===== src/rtl/disp_pkg.sv =====
// Shared definitions for the multiplexed 4-digit BCD display path.
package disp_pkg;

   localparam logic [2:0] AN_D0      = 3'b000;
   localparam logic [2:0] AN_D1      = 3'b010;
   localparam logic [2:0] AN_D2      = 3'b100;
   localparam logic [2:0] AN_D3      = 3'b110;
   localparam logic [3:0] BLANK_CODE = 4'hF;

   typedef enum logic [1:0] {
      A_IDLE,
      B_ACTIVE,
      A_COOLDOWN
   } arb_state_t;

   // Encoded digit select for a slot index.
   function automatic logic [2:0] an_code(input logic [1:0] idx);
      case (idx)
         2'd0:    return AN_D0;
         2'd1:    return AN_D1;
         2'd2:    return AN_D2;
         default: return AN_D3;
      endcase
   endfunction

   // Extract one BCD digit from a packed 4-digit word.
   function automatic logic [3:0] digit_of(input logic [15:0] data, input logic [1:0] idx);
      return data[{idx, 2'b00} +: 4];
   endfunction

   // Replace every masked digit with the blank code.
   function automatic logic [15:0] blank_mask(input logic [15:0] data, input logic [3:0] blank);
      logic [15:0] res;
      res = data;
      for (int i = 0; i < 4; i++) begin
         if (blank[i]) res[i*4 +: 4] = BLANK_CODE;
      end
      return res;
   endfunction

endpackage


===== src/rtl/scan_divider.sv =====
// Digit-slot timebase: divides clk into slots and slots into 4-slot frames.
module scan_divider #(
   parameter int unsigned SCAN_DIV = 10000
) (
   input  logic       clk,
   input  logic       rst,
   output logic [1:0] slot,
   output logic       slot_end_c,
   output logic       frame_end_c
);

   localparam int unsigned          DIV_W    = $clog2(SCAN_DIV);
   localparam logic [DIV_W-1:0]     DIV_LAST = DIV_W'(SCAN_DIV - 1);

   logic [DIV_W-1:0] div;

   assign slot_end_c  = (div == DIV_LAST);
   assign frame_end_c = slot_end_c && (slot == 2'd3);

   // Divider and slot counter; slot wraps naturally from 3 to 0.
   always_ff @(posedge clk) begin
      if (rst) begin
         div  <= '0;
         slot <= 2'd0;
      end else if (slot_end_c) begin
         div  <= '0;
         slot <= slot + 2'd1;
      end else begin
         div  <= div + DIV_W'(1);
      end
   end

endmodule


===== src/rtl/disp_scan_arbiter.sv =====
// Display owner arbiter (A default, B on request with bounded hold) and digit scanner.
module disp_scan_arbiter
   import disp_pkg::*;
#(
   parameter int unsigned SCAN_DIV     = 10000,
   parameter int unsigned MAX_B_FRAMES = 500,
   parameter int unsigned MIN_A_FRAMES = 250
) (
   input  logic        clk,
   input  logic        rst,
   input  logic [15:0] a_data,
   input  logic        b_req,
   input  logic [15:0] b_data,
   input  logic [3:0]  b_blank,
   output logic        b_gnt,
   output logic [2:0]  AN,
   output logic [3:0]  D,
   output logic        frame_tick
);

   localparam logic [15:0] B_LAST = 16'(MAX_B_FRAMES - 1);
   localparam logic [15:0] A_LAST = 16'(MIN_A_FRAMES - 1);

   arb_state_t  state;
   logic [15:0] fcnt;
   logic [15:0] snap;
   logic [15:0] new_snap;
   logic [15:0] shown;
   logic [1:0]  slot;
   logic [1:0]  next_slot;
   logic        slot_end;
   logic        frame_end;
   logic        take_b;

   scan_divider #(
      .SCAN_DIV (SCAN_DIV)
   ) u_scan_divider (
      .clk         (clk),
      .rst         (rst),
      .slot        (slot),
      .slot_end_c  (slot_end),
      .frame_end_c (frame_end)
   );

   // Owner selected at the coming frame boundary.
   always_comb begin
      take_b = 1'b0;
      case (state)
         A_IDLE:     take_b = b_req;
         B_ACTIVE:   take_b = b_req && (fcnt != B_LAST);
         A_COOLDOWN: take_b = b_req && (fcnt == A_LAST);
         default:    take_b = 1'b0;
      endcase
   end

   assign new_snap  = take_b ? blank_mask(b_data, b_blank) : a_data;
   assign next_slot = slot + 2'd1;
   // The first slot of a frame must already show the snapshot taken at that edge.
   assign shown     = frame_end ? new_snap : snap;

   // Arbitration FSM, frame snapshot and registered display outputs.
   always_ff @(posedge clk) begin
      if (rst) begin
         state      <= A_IDLE;
         fcnt       <= 16'd0;
         snap       <= 16'hFFFF;
         b_gnt      <= 1'b0;
         AN         <= AN_D0;
         D          <= BLANK_CODE;
         frame_tick <= 1'b0;
      end else begin
         frame_tick <= frame_end;
         if (frame_end) begin
            snap  <= new_snap;
            b_gnt <= take_b;
            case (state)
               A_IDLE: begin
                  if (b_req) begin
                     state <= B_ACTIVE;
                     fcnt  <= 16'd0;
                  end
               end
               B_ACTIVE: begin
                  if (!b_req) begin
                     state <= A_IDLE;
                  end else if (fcnt == B_LAST) begin
                     state <= A_COOLDOWN;
                     fcnt  <= 16'd0;
                  end else begin
                     fcnt  <= fcnt + 16'd1;
                  end
               end
               A_COOLDOWN: begin
                  if (fcnt == A_LAST) begin
                     state <= b_req ? B_ACTIVE : A_IDLE;
                     fcnt  <= 16'd0;
                  end else begin
                     fcnt  <= fcnt + 16'd1;
                  end
               end
               default: begin
                  state <= A_IDLE;
                  fcnt  <= 16'd0;
               end
            endcase
         end
         if (slot_end) begin
            AN <= an_code(next_slot);
            D  <= digit_of(shown, next_slot);
         end
      end
   end

endmodule

===== config.mk =====
export PLATFORM = sky130hd
export DESIGN_NAME = disp_scan_arbiter
export DESIGN_NICKNAME = d
export VERILOG_FILES = /design/src/rtl/disp_pkg.sv /design/src/rtl/scan_divider.sv /design/src/rtl/disp_scan_arbiter.sv
export SDC_FILE = /design/constraint.sdc
export NUM_CORES = 1
export LEC_CHECK = 0
export ABC_AREA = 0
export CORE_MARGIN = 8
export CORE_UTILIZATION = 44
export DETAILED_ROUTE_END_ITERATION = 7
export PLACE_DENSITY = 0.75
export SYNTH_ARGS = -nofsm -noshare
export SYNTH_HDL_FRONTEND = slang
export SYNTH_HIERARCHICAL = 1
export SYNTH_SLANG_ARGS = --single-unit
export TNS_END_PERCENT = 10

===== constraint.sdc =====
create_clock -name clk -period 10.65 [get_ports clk]
set_input_delay 3.195 -clock clk [delete_from_list [all_inputs] [get_ports clk]]
set_output_delay 3.195 -clock clk [all_outputs]
set_load 0.03 [all_outputs]

# After elaboration in Yosys (flattened, before gate mapping)
# Cells that the tools add are included.
[op_classes]
n_reduce_logical = 8
n_mux = 19
n_eq_ne = 13
addsub = 3
shift = 1
[op_table]
columns = ["operator", "n"]
rows = [
  ["two-way mux 16 bit", 6],
  ["case mux 16 bit (3 select lines)", 1],
  ["adder 16 x 1 -> 16 bit (second input constant)", 1],
  ["equality test 16 x 8 -> 1 bit (second input constant)", 1],
  ["equality test 16 x 9 -> 1 bit (second input constant)", 1],
  ["two-way mux 4 bit", 4],
  ["inequality test 16 x 9 -> 1 bit (second input constant)", 1],
  ["indexed part select 16 x 5 -> 4 bit", 1],
  ["adder 14 x 1 -> 14 bit (second input constant)", 1],
  ["equality test 14 bit (second input constant)", 1],
  ["case mux 3 bit (3 select lines)", 1],
  ["two-way mux 2 bit", 4],
  ["equality test 2 bit (second input constant)", 3],
  ["inequality test 2 bit (second input constant)", 3],
  ["case mux 2 bit (3 select lines)", 1],
  ["equality test 2 x 1 -> 1 bit (second input constant)", 2],
  ["zero test 2 bit", 2],
  ["AND reduction 4 bit", 1],
  ["logical AND 1 bit", 3],
  ["inequality test 3 bit (second input constant)", 1],
  ["case mux 1 bit (3 select lines)", 1],
  ["AND reduction 3 bit", 1],
  ["adder 2 x 1 -> 2 bit (second input constant)", 1],
  ["OR reduction 2 bit", 1],
  ["two-way mux 1 bit", 1],
]
[totals]
input_bits = 39
ff_bits = 59
out_inout_bits = 9
word_cells = 53

# Logic depth before layout (Yosys ltp)
# Gate-level depths: netlist (run 1).
[depth]
word_depth = 6
ltp_mapped = 12
mapped_depth_nobuf = 10

# Hierarchy
# Netlist (run 1), hierarchy kept.
[by_module_without_submodules]
columns = ["module", "seq_area_each_um2", "instances", "cells_each", "area_each_um2"]
rows = [
  ["disp_scan_arbiter", 840.8, 1, 292, 2366.0],
  ["scan_divider", 320.3, 1, 80, 714.4],
]

# Worst setup path before layout (run 1)
# No wires, ideal clock.
[synth_timing]
kind = "input port to flip-flop"
from = "input b_req"
to = "register fcnt[14]"
n_path_buf = 1
path_slack_ps = 5742
setup_ps = 70
stages = 8
required_ps = 10580
arrival_time_ps = 4838
path_cell_list = "o21bai_1 and2_1 clkbuf_1 and4_1 nor3b_1 nand3_1 or3_1 a21oi_1"
[synth_via]
elab_chain_cells = 2
word_cells_on_any_way = 3
classes_between = "eq/ne: 2; reduce/logical: 1"
[synth_rtl]
columns = ["element", "line", "text"]
rows = [
  ["start, declared", "disp_scan_arbiter.sv:12", "input logic b_req,"],
  ["inequality test 2 bit (no source line)", "--", ""],
  ["AND reduction 3 bit (no source line) *", "--", ""],
  ["end signal, assigned", "disp_scan_arbiter.sv:90", "fcnt <= fcnt + 16'd1;"],
  ["end signal, assigned", "disp_scan_arbiter.sv:98", "fcnt <= fcnt + 16'd1;"],
  ["end, declared", "disp_scan_arbiter.sv:25", "logic [15:0] fcnt;"],
]
# Mark *: on every way between the ends. The rest lies on a longest branch, timed or not.
# A chain may end at the register's enable or synchronous reset.

# Worst setup path in the final report (run 1)
[layout_timing]
from = "input b_req"
to = "register D[3]"
[layout_via]
elab_chain_cells = 5
word_cells_on_any_way = 6
classes_between = "shift: 1; mux: 3; reduce/logical: 2"
[layout_rtl]
columns = ["element", "line", "text"]
rows = [
  ["logical AND 1 bit (on tied branches)", "disp_scan_arbiter.sv:51, disp_scan_arbiter.sv:50", ""],
  ["case mux 1 bit (3 select lines) *", "disp_scan_arbiter.sv:48", "case (state)"],
  ["two-way mux 16 bit *", "disp_scan_arbiter.sv:56", "assign new_snap = take_b ? blank_mask(b_data, b_blank) : a_data;"],
  ["two-way mux 16 bit *", "--", ""],
  ["indexed part select 16 x 5 -> 4 bit *", "disp_pkg.sv:28", "return data[{idx, 2'b00} +: 4];"],
  ["end signal, assigned", "disp_scan_arbiter.sv:109", "D <= digit_of(shown, next_slot);"],
  ["end, declared", "disp_scan_arbiter.sv:17", "output logic [3:0] D,"],
]
# Marked as above.

==> run metrics, run 1 <==
Post-Route Setup TNS 0 ns; Yosys cell types 52; antenna-violating nets left 0; Metal-1 WL 3660 um; nets@finish 463; Worst Slack Setup Final 5.00 ns; Post-CTS Resized 0; drt wl/cell 14.7 um; placed cell count 499; first-pass GRT wire length 12,400 um; Post-Syn Instances 372; IO buf count 46; RSZ-0062 raised after global routing no; largest area contributor in the netlist dfxtp_1; # Post-CTS Setup Buffers 0; register bit total from synthesis 58; die width 99.7 um; drt first pass iters 4; slew margin rel. 34.5%; Peak Freq 177 MHz; Post-synth ARST share 0%; kind of critical path input port to flop; Starting Density 45.3%; 1st-iter DRT viols 170; total chip power 443 uW; hold buffers post-CTS 0; metal2 WL 3410 um; total track usage 15.3%; DP Area 0.00359 mm2; gr ovfl total 0; Diodes inserted 0; post-DP HPWL 5410 um; Worst-Margin Slew 0.977 ns; Hold WC Path Type flop to flop; Core ar. 0.00679 mm2; die area 0.00993 mm2; Worst-Skew Late Latency 0.33 ns; Slew Limit Fails 0; # Max-Cap Violations 0; area of the mapped netlist 0.00308 mm2; top_reg_cell synth dfxtp_1; root buffer cell clkbuf_8; Yosys top cell area share 37.7%; Net Count, Synth 421; final hold violations 0; status finished clean; CTS sink count 58; CTS tree built; TritonCTS Buffers 9; power density over cell area 117 mW/mm2; met3 routed WL 419 um; CTS clock-pin slew for the worst setup and hold paths 0.07 ns; GPL Wtd Cong 0.863; top post-synthesis cells by count dfxtp_1, nor2_1, nand2_1; Leak 0.00127 uW; number of global-route vias before repair 2,630; Vias/cell 5.32; Avg Cell Area, Syn 8.28 um2; number of synthesized flops with an enable pin 0; final setup fails 0; clk buf depth 2; Row Count 30; post-route cell area 0.00379 mm2; Ports 48; max layer used met4; drt drc 0; Final Instance Count excl. Fillers 515; Synth Warn # 6; Die Span Y 99.7 um; # H-tree levels 3; crit start category input port; synth top area cells dfxtp_1, nor2_1, xnor2_1, ha_1, nand2_1; crit path max fanout 18; skew final 0.00929 ns; largest net degree at the start of global routing 48; share of layout cells above drive strength 1 8.35%; critical path arrival 5.92 ns; IR drop worst, VDD 54.1 uV; fin crit share 53.0%; Worst EP required 10.93 ns; vias 2,738; min Tclk post-route 5.65 ns; Seq/Total Area, Yosys 37.7%; post-place setup slack 4.72 ns; WL final 7580 um; area delta synth->final 23.2%; CP endpoint kind flop; most instantiated library cell after synthesis dfxtp_1; initial antenna violation count 0
[cell families after synthesis]
kind of cell             share of synthesized area [%]
adder cells (fa/ha/maj)                           4.06
other                                            0.122
buffers and inverters                             4.67
flip-flops                                        37.7
multiplexers                                      1.67
AO/OA/AOI/OAI                                     16.6
XOR/XNOR                                          7.11
AND/OR/NAND/NOR                                   28.1
[cells in the final DEF, fill, tap and decap left out, drive strengths merged, types with 2 or more instances in the layout]
cell	count
or4	5
or3	3
xor2	10
or2	4
a31oi	3
o221ai	4
dfxtp	58
nand4b	2
nor3	11
nor2	57
mux2	3
and2	3
nand4	8
and3	2
nand2	27
o41ai	2
nand2b	17
xnor2	15
inv	14
nor2b	8
a211oi	8
a221o	3
o32a	6
clkbuf	15
a21o	8
ha	10
clkdlybuf4s50	46
nand3	13
a21oi	18
buf	3
nor4	3
o21ai	16
[power breakdown]
| part | total, uW | internal [uW] | switching, uW |
|---|---|---|---|
| Sequential | 219 | 218 | 0.913 |
| Clock | 199 | 116 | 83.1 |
| Combinational | 25.1 | 15.4 | 9.69 |
[worst paths after layout]
path	from	cells past startpoint	endpoint	slack (ns)
worst min-delay path	u_scan_divider/div[0]	1	u_scan_divider/div[0]	0.46
worst max-delay path	b_req	8	D[3]	5.00
worst min register to register	u_scan_divider/div[0]	1	u_scan_divider/div[0]	0.46
worst max register to register	u_scan_divider/div[7]	11	fcnt[15]	7.26
[worst max-delay path: stages]
cell	delay, ns
clkdlybuf4s50_1	0.52
nor2b_1	0.25
nand2_1	0.10
nor3_2	0.74
nor2_2	0.30
mux2_4	0.38
a211oi_1	0.25
a221o_1	0.18
[routing by layer]
| metal | vias to the layer above | global-route usage, % |
|---|---|---|
| met2 | 93 | 23.8 |
| li1 | 1385 | - |
| met5 | - | 0 |
| met3 | 8 | 4.68 |
| met1 | 1252 | 19.0 |
| met4 | 0 | 6.64 |
[final cells by class]
type | instances | area [um2]
clock buffer | 15 | 196
sequential | 58 | 1160
clock inverter | 1 | 5.00
tap | 96 | 120
timing repair buffer | 49 | 483
inverter | 14 | 52.6
multi-input combinational | 282 | 1780
fill | 627 | 3000
[stage by stage]
step / hold WS (ns) / utilization [%]
global placement: 0.441 / 52.9
finish: 0.462 / 55.8
global route: 0.478 / 55.8
detailed placement: 0.452 / 52.9
CTS: 0.466 / 55.8
floorplan: 0.429 / -
[sequential cells by signal, summed over array words and instances, names as in the netlist]
name                 count
fcnt                    16
snap                    16
u_scan_divider/div      14
D                        4
AN                       2
state                    2
u_scan_divider/slot      2
b_gnt                    1
frame_tick               1
Note: power is estimated with default switching activity, not from simulation.
==> run 2, diff against run 1 <==
==> constraint.sdc (replaced) <==
create_clock -name clk -period 5.7 [get_ports clk]
set_input_delay 1.71 -clock clk [delete_from_list [all_inputs] [get_ports clk]]
set_output_delay 1.71 -clock clk [all_outputs]
set_load 0.03 [all_outputs]
==> run metrics, run 2 (synthesized netlist as in run 1, its figures left out) <==
status finished clean (unchanged); CTS sink count 58 (unchanged); area of the multi-input gates 0.00178 mm2 (unchanged); vias 2,748 (was 2,738); slew margin rel. 38.1% (was 34.5%); IO buf count 46 (unchanged); skew final 0.00969 ns (was 0.00929 ns); area delta synth->final 23.2% (about the same); Metal-1 WL 3470 um (was 3660 um); Hold WC Path Type flop to flop (unchanged); met3 routed WL 492 um (was 419 um); root buffer cell clkbuf_8 (unchanged); Die Span Y 99.7 um (unchanged); GPL Wtd Cong 0.867 (was 0.863); drt drc 0 (unchanged); WL final 7400 um (was 7580 um); # Post-CTS Setup Buffers 0 (unchanged); biggest regs fcnt (16), snap (16), u_scan_divider/div (14) (unchanged); gr ovfl total 0 (unchanged); RSZ-0062 raised after global routing no (unchanged); drt first pass iters 4 (unchanged); # Max-Cap Violations 0 (unchanged); total chip power 842 uW (was 443 uW); min Tclk post-route 4.12 ns; CTS tree built (unchanged); crit start category input port (unchanged); fillers 621 (was 627); number of global-route vias before repair 2,600 (was 2,630); first-pass GRT wire length 12,500 um (was 12,400 um); Slew Limit Fails 0 (unchanged); 1st-iter DRT viols 204 (was 170); hold buffers post-CTS 0 (unchanged); Core ar. 0.00679 mm2 (unchanged); largest net degree at the start of global routing 49 (was 48); critical path arrival 4.40 ns (was 5.92 ns); antenna-violating nets left 0 (unchanged); total track usage 15.5% (was 15.3%); R2R Setup Slk 1.95 ns (was 7.26 ns); register area 0.00116 mm2 (unchanged); nets@finish 463 (unchanged); TritonCTS Buffers 9 (unchanged); Worst-Margin Slew 0.923 ns (was 0.977 ns); # H-tree levels 3 (unchanged); clk buf depth 2 (unchanged); Row Count 30 (unchanged); crit path max fanout 18 (unchanged); kind of critical path input port to flop (unchanged); crit-path max cell delay 0.70 ns (was 0.74 ns); most frequent cells in the layout dfxtp_1, nor2_1, clkdlybuf4s50_1, nand2_1, a21oi_1 (unchanged); CTS clock-pin slew for the worst setup and hold paths 0.06 ns (was 0.07 ns); final setup fails 0 (unchanged); Peak Freq 243 MHz; DP Area 0.00359 mm2 (unchanged); CP max-delay cell nor3_2 (unchanged); Vias/cell 5.35 (was 5.32); CP endpoint kind flop (unchanged); power density over cell area 222 mW/mm2 (was 117 mW/mm2); Post-CTS Resized 0 (unchanged); IR drop worst, VDD 99.5 uV (was 54.1 uV); Diodes inserted 0 (unchanged); post-DP HPWL 5390 um (was 5410 um); Post-Route Setup TNS 0 ns (unchanged); final hold violations 0 (unchanged); Worst-Skew Late Latency 0.33 ns (about the same); drt wl/cell 14.4 um (was 14.7 um); fin crit share 72.3%; initial antenna violation count 0 (unchanged); Starting Density 45.3% (unchanged); post-route cell area 0.00380 mm2 (was 0.00379 mm2); metal2 WL 3370 um (was 3410 um); Leak 0.00127 uW (about the same); share of layout cells above drive strength 1 8.13% (was 8.35%); Ports 48 (unchanged); Worst EP required 5.98 ns (was 10.93 ns); sequence of cells on the critical path clkdlybuf4s50_1 > nor2b_1 > nand2_1 > nor3_2 > nor2_2 > mux2_4 > a211oi_1 > a221o_1 (unchanged); max layer used met4 (unchanged); most common cell after layout, fill and taps aside dfxtp_1 (unchanged); die width 99.7 um (unchanged); die area 0.00993 mm2 (unchanged)
-- run 2: final timing paths --
kind                              start               endpoint  depth (start not counted)
setup / recovery                  b_req                   D[1]                          8
hold reg to reg   u_scan_divider/div[0]  u_scan_divider/div[0]                          1
setup reg to reg  u_scan_divider/div[7]               fcnt[14]                         11
hold / removal    u_scan_divider/div[0]  u_scan_divider/div[0]                          1
-- run 2: cell type report --
| cell class | count | area share [%] |
|---|---|---|
| repair buffers | 49 | 12.7 |
| multi-input cells | 282 | 46.8 |
| flip-flops and latches | 58 | 30.6 |
| well taps | 96 | 3.16 |
| clock inverters | 2 | 0.923 |
| inverters | 14 | 1.38 |
| clock buffers | 13 | 4.45 |
-- run 2: per-stage QoR --
stage | setup WS, ns | instances | util, % | hold slack (ns)
3_3_place_gp | 1.26 | 499 | 52.9 | 0.443
2_1_floorplan | 2.09 | 372 | - | 0.429
3_5_place_dp | 1.22 | 499 | 52.9 | 0.454
6_report | 1.58 | 514 | 55.9 | 0.466
4_1_cts | 1.56 | 514 | 55.9 | 0.467
5_1_grt | 1.36 | 514 | 55.9 | 0.479
-- run 2: per-layer routing --
metal / up-vias / track usage, %
met2: 74 / 25.0
met4: 0 / 4.89
met5: - / 0
met1: 1288 / 19.2
met3: 5 / 4.68
li1: 1381 / -
-- run 2: where the power goes --
group	leakage (uW)	internal (uW)	switching, uW	total [uW]
clock	0.000106	235	152	386
sequential	0.000468	407	1.70	409
combinational	0.000700	28.8	18.2	47.0
-- run 2: critical path: cells and delay by family --
family | cells | cell delay, ns
buffers and inverters | 1 | 0.52
AOI/OAI and AO/OA | 2 | 0.44
and+or+nand+nor | 4 | 1.34
muxes | 1 | 0.38
